File: src/rtl/button_pulse_gen.sv
// Pushbutton front end: synchronizes and debounces an active-low button and emits
// one single-cycle pulse per accepted press, plus optional auto-repeat pulses while held.
module button_pulse_gen #(
  parameter int DEBOUNCE_CYCLES = 1_000_000,
  parameter int REPEAT_DELAY    = 25_000_000,
  parameter int REPEAT_PERIOD   = 5_000_000
) (
  input  logic clk,
  input  logic reset_fixed,
  input  logic btn_n,
  input  logic repeat_en,
  output logic pulse_out,
  output logic btn_level
);

  localparam int MAX_A   = (DEBOUNCE_CYCLES > REPEAT_DELAY) ? DEBOUNCE_CYCLES : REPEAT_DELAY;
  localparam int MAX_ALL = (MAX_A > REPEAT_PERIOD) ? MAX_A : REPEAT_PERIOD;
  localparam int CW      = $clog2(MAX_ALL) + 1;

  localparam logic [CW-1:0] DB_LAST  = CW'(DEBOUNCE_CYCLES - 1);
  localparam logic [CW-1:0] RD_LAST  = CW'(REPEAT_DELAY - 1);
  localparam logic [CW-1:0] RP_LAST  = CW'(REPEAT_PERIOD - 1);
  localparam logic [CW-1:0] CNT_ONE  = CW'(1);
  localparam logic [CW-1:0] CNT_ZERO = '0;

  typedef enum logic [2:0] {
    IDLE     = 3'd0,
    PRESS_DB = 3'd1,
    HOLD     = 3'd2,
    REPEAT   = 3'd3,
    REL_DB   = 3'd4
  } state_t;

  logic          sync1_q, sync1_d;
  logic          sync2_q, sync2_d;
  logic          pressed_s;
  state_t        state_q, state_d;
  logic [CW-1:0] cnt_q, cnt_d;
  logic          pulse_q, pulse_d;
  logic          level_q, level_d;
  logic [CW-1:0] tick_last;

  // Synchronizer flops reset to "released" so a held button is re-debounced after reset.
  always_comb begin
    sync1_d = btn_n;
    sync2_d = sync1_q;
  end

  assign pressed_s = ~sync2_q;
  assign tick_last = (state_q == HOLD) ? RD_LAST : RP_LAST;

  always_comb begin
    state_d = state_q;
    cnt_d   = cnt_q;
    pulse_d = 1'b0;
    case (state_q)
      IDLE: begin
        if (pressed_s) begin
          state_d = PRESS_DB;
          cnt_d   = CNT_ONE;
        end
      end
      PRESS_DB: begin
        if (!pressed_s) begin
          state_d = IDLE;
          cnt_d   = CNT_ZERO;
        end else if (cnt_q == DB_LAST) begin
          state_d = HOLD;
          cnt_d   = CNT_ZERO;
          pulse_d = 1'b1;
        end else begin
          cnt_d = cnt_q + CNT_ONE;
        end
      end
      HOLD, REPEAT: begin
        // Release is checked first so it beats a coincident repeat tick.
        if (!pressed_s) begin
          state_d = REL_DB;
          cnt_d   = CNT_ONE;
        end else if (!repeat_en) begin
          cnt_d = CNT_ZERO;
        end else if (cnt_q == tick_last) begin
          state_d = REPEAT;
          cnt_d   = CNT_ZERO;
          pulse_d = 1'b1;
        end else begin
          cnt_d = cnt_q + CNT_ONE;
        end
      end
      REL_DB: begin
        if (pressed_s) begin
          state_d = HOLD;
          cnt_d   = CNT_ZERO;
        end else if (cnt_q == DB_LAST) begin
          state_d = IDLE;
          cnt_d   = CNT_ZERO;
        end else begin
          cnt_d = cnt_q + CNT_ONE;
        end
      end
      default: begin
        state_d = IDLE;
        cnt_d   = CNT_ZERO;
      end
    endcase
    level_d = (state_d == HOLD) || (state_d == REPEAT) || (state_d == REL_DB);
  end

  always_ff @(posedge clk or negedge reset_fixed) begin
    if (!reset_fixed) begin
      sync1_q <= 1'b1;
      sync2_q <= 1'b1;
      state_q <= IDLE;
      cnt_q   <= CNT_ZERO;
      pulse_q <= 1'b0;
      level_q <= 1'b0;
    end else begin
      sync1_q <= sync1_d;
      sync2_q <= sync2_d;
      state_q <= state_d;
      cnt_q   <= cnt_d;
      pulse_q <= pulse_d;
      level_q <= level_d;
    end
  end

  assign pulse_out = pulse_q;
  assign btn_level = level_q;

endmodule

File: config.mk
export PLATFORM = sky130hd
export DESIGN_NAME = button_pulse_gen
export DESIGN_NICKNAME = d
export VERILOG_FILES = /design/src/rtl/button_pulse_gen.sv
export SDC_FILE = /design/constraint.sdc
export NUM_CORES = 1
export LEC_CHECK = 0
export CORE_MARGIN = 2
export CORE_UTILIZATION = 65
export CTS_CLUSTER_SIZE = 24
export DETAILED_ROUTE_END_ITERATION = 8
export PLACE_DENSITY = 0.91
export SLEW_MARGIN = 40
export SYNTH_ARGS = -nofsm -noshare
export SYNTH_HDL_FRONTEND = slang
export SYNTH_SLANG_ARGS = --single-unit
export TNS_END_PERCENT = 30
File: constraint.sdc
create_clock -name clk -period 4.9 [get_ports clk]
set_input_delay 1.47 -clock clk [delete_from_list [all_inputs] [get_ports clk]]
set_output_delay 1.47 -clock clk [all_outputs]
set_load 0.005 [all_outputs]
Word-level counts from Yosys, hierarchy flattened:

Cells that the tools add are included.
Widths: inputs -> output; s select.

* bits in latches: 0
* input bits: 4
* bits in read-only memories: 0
* memories: 0
* register bits after elaboration: 33
* word-level logic and storage cells: 45
* output and inout port bits: 2
* bits in writable memories: 0

* reductions and logical operators: 4
* bitwise operators: 0
* div/mod/pow operators: 0
* $add $sub $neg: 1
* equal/unequal tests: 10
* order comparisons: 0
* multiplexer cells: 24
* shift operators: 0
* multiply operators: 0

Operators by type and width (number)
* $mux 26: 7
* $pmux 26 s4: 1
* $add 26x1->26 const B: 1
* $eq 26x20->1 const B: 1
* $eq 26x25->1: 1
* $mux 25: 1
* $mux 3: 8
* $eq 3x2->1 const B: 4
* $pmux 3 s4: 1
* $eq 3x3->1 const B: 2
* $mux 1: 5
* $eq 3x1->1 const B: 1
* $logic_not 3->1: 1
* $logic_or 1x1->1: 2
* $ne 2x2->1 const B: 1
* $pmux 1 s2: 1
* $reduce_or 2->1: 1

Logic depth before layout (Yosys ltp):

* depth in word-level cells: 10
* gate-level depth with buffers: 9
* depth with buffers taken out: 7

Worst setup path after synthesis:

Ideal clock, no wire load.

* path type: input -> register
* start point: in repeat_en
* end point: reg cnt_q[13]
* data required time: 4775 ps
* arrival time: 2241 ps
* slack: 2534 ps
* cell stages on the path: 6
* cells stage by stage: nand3_1 > inv_1 > a21o_1 > buf_6 > and2_0 > mux2_2

* longest elaborated chain between the ends: 3

Ends and longest elaborated chain
* start: declaration: line 11 `input logic repeat_en,`
* $mux 26: line 80 `end else if (!repeat_en) begin`
* $mux 26: line 77 `if (!pressed_s) begin`
* $pmux 26 s4: line 56 `case (state_q)`
* end signal: assignment: line 121 `cnt_q <= cnt_d;`
* end: declaration: line 38 `logic [CW-1:0] cnt_q, cnt_d;`

No other way between the ends.
A chain may end at the register's enable or synchronous reset.

Worst setup path after layout:

* start point: in repeat_en
* end point: reg cnt_q[6]

The elaborated chain is that of the path after synthesis.

==> results by group <==
Timing
  • Skew final: 0.00860 ns
  • Slew headroom: between 40% and 50%
  • Fin. max-slew vios: 0
  • Fmax: 351 MHz
  • Hold Fails Final Rpt: 0
  • Minimum clock period: 2.85 ns
  • Final Setup Violations: 0
  • Worst hold slack: between 0.3 and 0.4 ns
  • Slew @ Worst Pin: 0.777 ns
  • Fin worst setup slack: between 2 and 2.5 ns
  • Period utilization: 58.2%
  • Setup TNS: 0 ns
  • RSZ-0062 raised after global routing: false

Routing
  • Routed vias: approximately 1800
  • Total Wirelength: about 4600 um
  • Iteration count of the initial detailed-routing pass: 4
  • Routed vias/inst: between 6 and 7
  • DRT iter0 DRCs: 118
  • Final antenna-violating net count: 0
  • DRC: 0
  • Routed len/inst: ~17 um

Clocking
  • Post-cts sizing count: 0
  • CTS tree: done
  • Cell chosen for the clock root: clkbuf_4
  • H-Tree Depth: 2
  • Clock transition at the registers of the reported paths: 0.10 ns
  • Worst-Skew Late Latency: 0.35 ns
  • CTS sink cnt: 33
  • Cts bufs inserted: 5
  • CTS Hold Bufs: 0
  • Clock Tree Buf Depth: 2
  • Postcts setup bufs: 0

Die
  • Die area: roughly 3600 um2
  • FP Rows: 20
  • Ports: 6
  • Die W: just under 60 um
  • Initial core utilization: 67.0%
  • Core ar.: between 3000 and 4000 um2
  • Die Y: 59.6 um

Yosys
  • Cell taking the most area after synthesis: dfrtp_1
  • Synth area leaders: dfrtp_1 39%, o21ai_0 4.7%, a21o_1 4.1%, nand4_1 4.0%, a21oi_1 4.0%
  • Cells after synthesis: 232
  • Top-area cell type share of the netlist area: roughly two fifths
  • Yosys warning count: 0
  • Ys flop type: dfrtp_1
  • Mapped Area: between 2000 and 2500 um2
  • Sequential area share after synthesis: between 40% and 50%
  • Synth Net Count: ~240
  • Syn Area/Cell: 8.67 um2
  • Post-synthesis cell type count: between 40 and 50
  • Post-synth EDFFs: 0
  • Synth Register Bits: 33
  • Async S/R FF share, synth: 100%

Setup path
  • Required @ worst endpoint: between 5 and 6 ns
  • Crit end category: flip-flop
  • Slowest CP cell: clkdlybuf4s50_1
  • Critical path, cell by cell: clkdlybuf4s50_1 > nand3_1 > inv_1 > a21o_1 > o21ai_0 > a31oi_1
  • Max incr delay on CP: just over 0.5 ns
  • Setup crit start kind: input pin
  • CP arrival: roughly 3.1 ns
  • Largest fanout on the critical path: 18
  • Setup CP Type: input pin to flip-flop

Cells and area
  • Storage cell area: slightly above 800 um2
  • # fillers: 241
  • Post-layout util: between 70% and 80%
  • Multi-input logic area: approximately 1100 um2
  • Final Cell Area: around 2100 um2
  • Share of cells above drive strength 1: between 10% and 20%
  • Syn-to-layout area delta: 5.72%
  • Final #Nets: between 200 and 250
  • ANT cells: 0

Placement
  • PortBufs: 5
  • Pre-CTS WS: ~1.7 ns
  • Gpl congestion: about 0.94
  • Detail Placement HPWL: about 3300 um
  • Cell area after placement: between 2000 and 2500 um2

Global routing
  • GRT overflow: 0
  • First-pass GRT wire length: 7760 um
  • Total GRT Usage: around 30%
  • Vias in the first global route: 1639
  • Pin count of the biggest net entering global routing: 34
  • Initial antenna violation count: 0

Power and ir drop
  • Max IR drop VDD: ~0.18 mV
  • P per Cell Area: about 230 nW/um2
  • P_leak: 0.000928 uW

Outcome
  • Status: finished clean

Job
  • Max-cap violations: 0

Hold path
  • Hold WC Path Type: flip-flop to flip-flop
flip-flops by register name (all words and copies together), names as in the netlist:
name and count:
btn_level 1, cnt_q 26, sync2_q 1, state_q 3, sync1_q 1, pulse_out 1
path summary, 6_finish.rpt:
kind                       slack, ns  cells past startpoint        start        end
setup reg to reg                2.12                      6   state_q[2]  cnt_q[13]
setup / recovery                2.05                      6    repeat_en   cnt_q[6]
hold reg to reg                 0.36                      0      sync1_q    sync2_q
hold / removal                  0.36                      0      sync1_q    sync2_q
min in group asynchronous       1.50                      2  reset_fixed  cnt_q[25]
max in group asynchronous       3.07                      2  reset_fixed    sync1_q
report_power, final:
part           internal, uW  switching (uW)  total, uW
combinational          14.0            23.5       37.5
sequential              276            4.26        281
clock                  83.0            92.7        176
critical path, delay by kind of cell:
family,cells,cell delay (ns)
AOI/OAI and AO/OA,3,0.92
buffers and inverters,2,0.64
and+or+nand+nor,1,0.09
metal layers:
metal	share of wire, %	GRT usage [%]	vias to the layer above
li1	-	-	875
met4	1.5	12.4	0
met1	43	40.8	876
met2	48	44.7	66
met5	0	0	-
met3	7.5	6.55	8
layout by cell type (no fill, tap or decap), drive strengths merged, types with 2 or more instances in the layout:
cell           instances
a21oi                 17
clkbuf                 7
nand3                 11
or3                   11
inv                   15
o21ai                 22
dfrtp                 31
nand2                 10
a22o                   3
nor4                   6
a21o                  12
nor3b                  4
dfstp                  2
and2                   2
a31oi                  3
nor4b                  2
buf                    2
and3                   7
nor3                  14
or3b                   2
nand4                 13
clkdlybuf4s50          5
nor2                  14
or2                    4
logic make-up (layout without fill, tap and decap cells):
logic type      after synthesis  after routing  synth area share [%]
fa+ha+maj                     1              1                 0.622
mux                           1              1                 0.560
flops                        33             33                  41.2
buf+inv                      26             30                  6.22
xor+xnor                      1              1                 0.435
compound gates               64             64                  20.1
simple gates                106            106                  30.9
cells in the mapped netlist (3+ instances only):
master / count
o21ai_0: 19
clkbuf_1: 6
nor3_1: 14
nand4_1: 13
a21oi_1: 16
a22o_1: 3
a31oi_1: 3
nor2_1: 14
o21ai_1: 3
inv_1: 15
nor4_1: 6
and3_1: 5
a21o_1: 11
nand2_1: 10
nand3_1: 11
nor3b_1: 4
or3_1: 11
or2_2: 4
buf_6: 3
dfrtp_1: 31
layout make-up:
| type | instances | share of cell area [%] |
|---|---|---|
| clock inverter | 1 | 0.235 |
| inverter | 15 | 2.65 |
| clock buffer | 7 | 3.06 |
| multi-input combinational | 173 | 50.1 |
| tap | 33 | 1.94 |
| timing repair buffer | 7 | 3.06 |
| sequential | 33 | 38.9 |
stage by stage:
| step | power, uW | std cells |
|---|---|---|
| after floorplan | 311 | 232 |
| after global placement | 321 | 261 |
| after detailed placement | 324 | 261 |
| after CTS | 496 | 269 |
| after global routing | 510 | 269 |
| final | 494 | 269 |
Power figures use the tool's default switching activity.
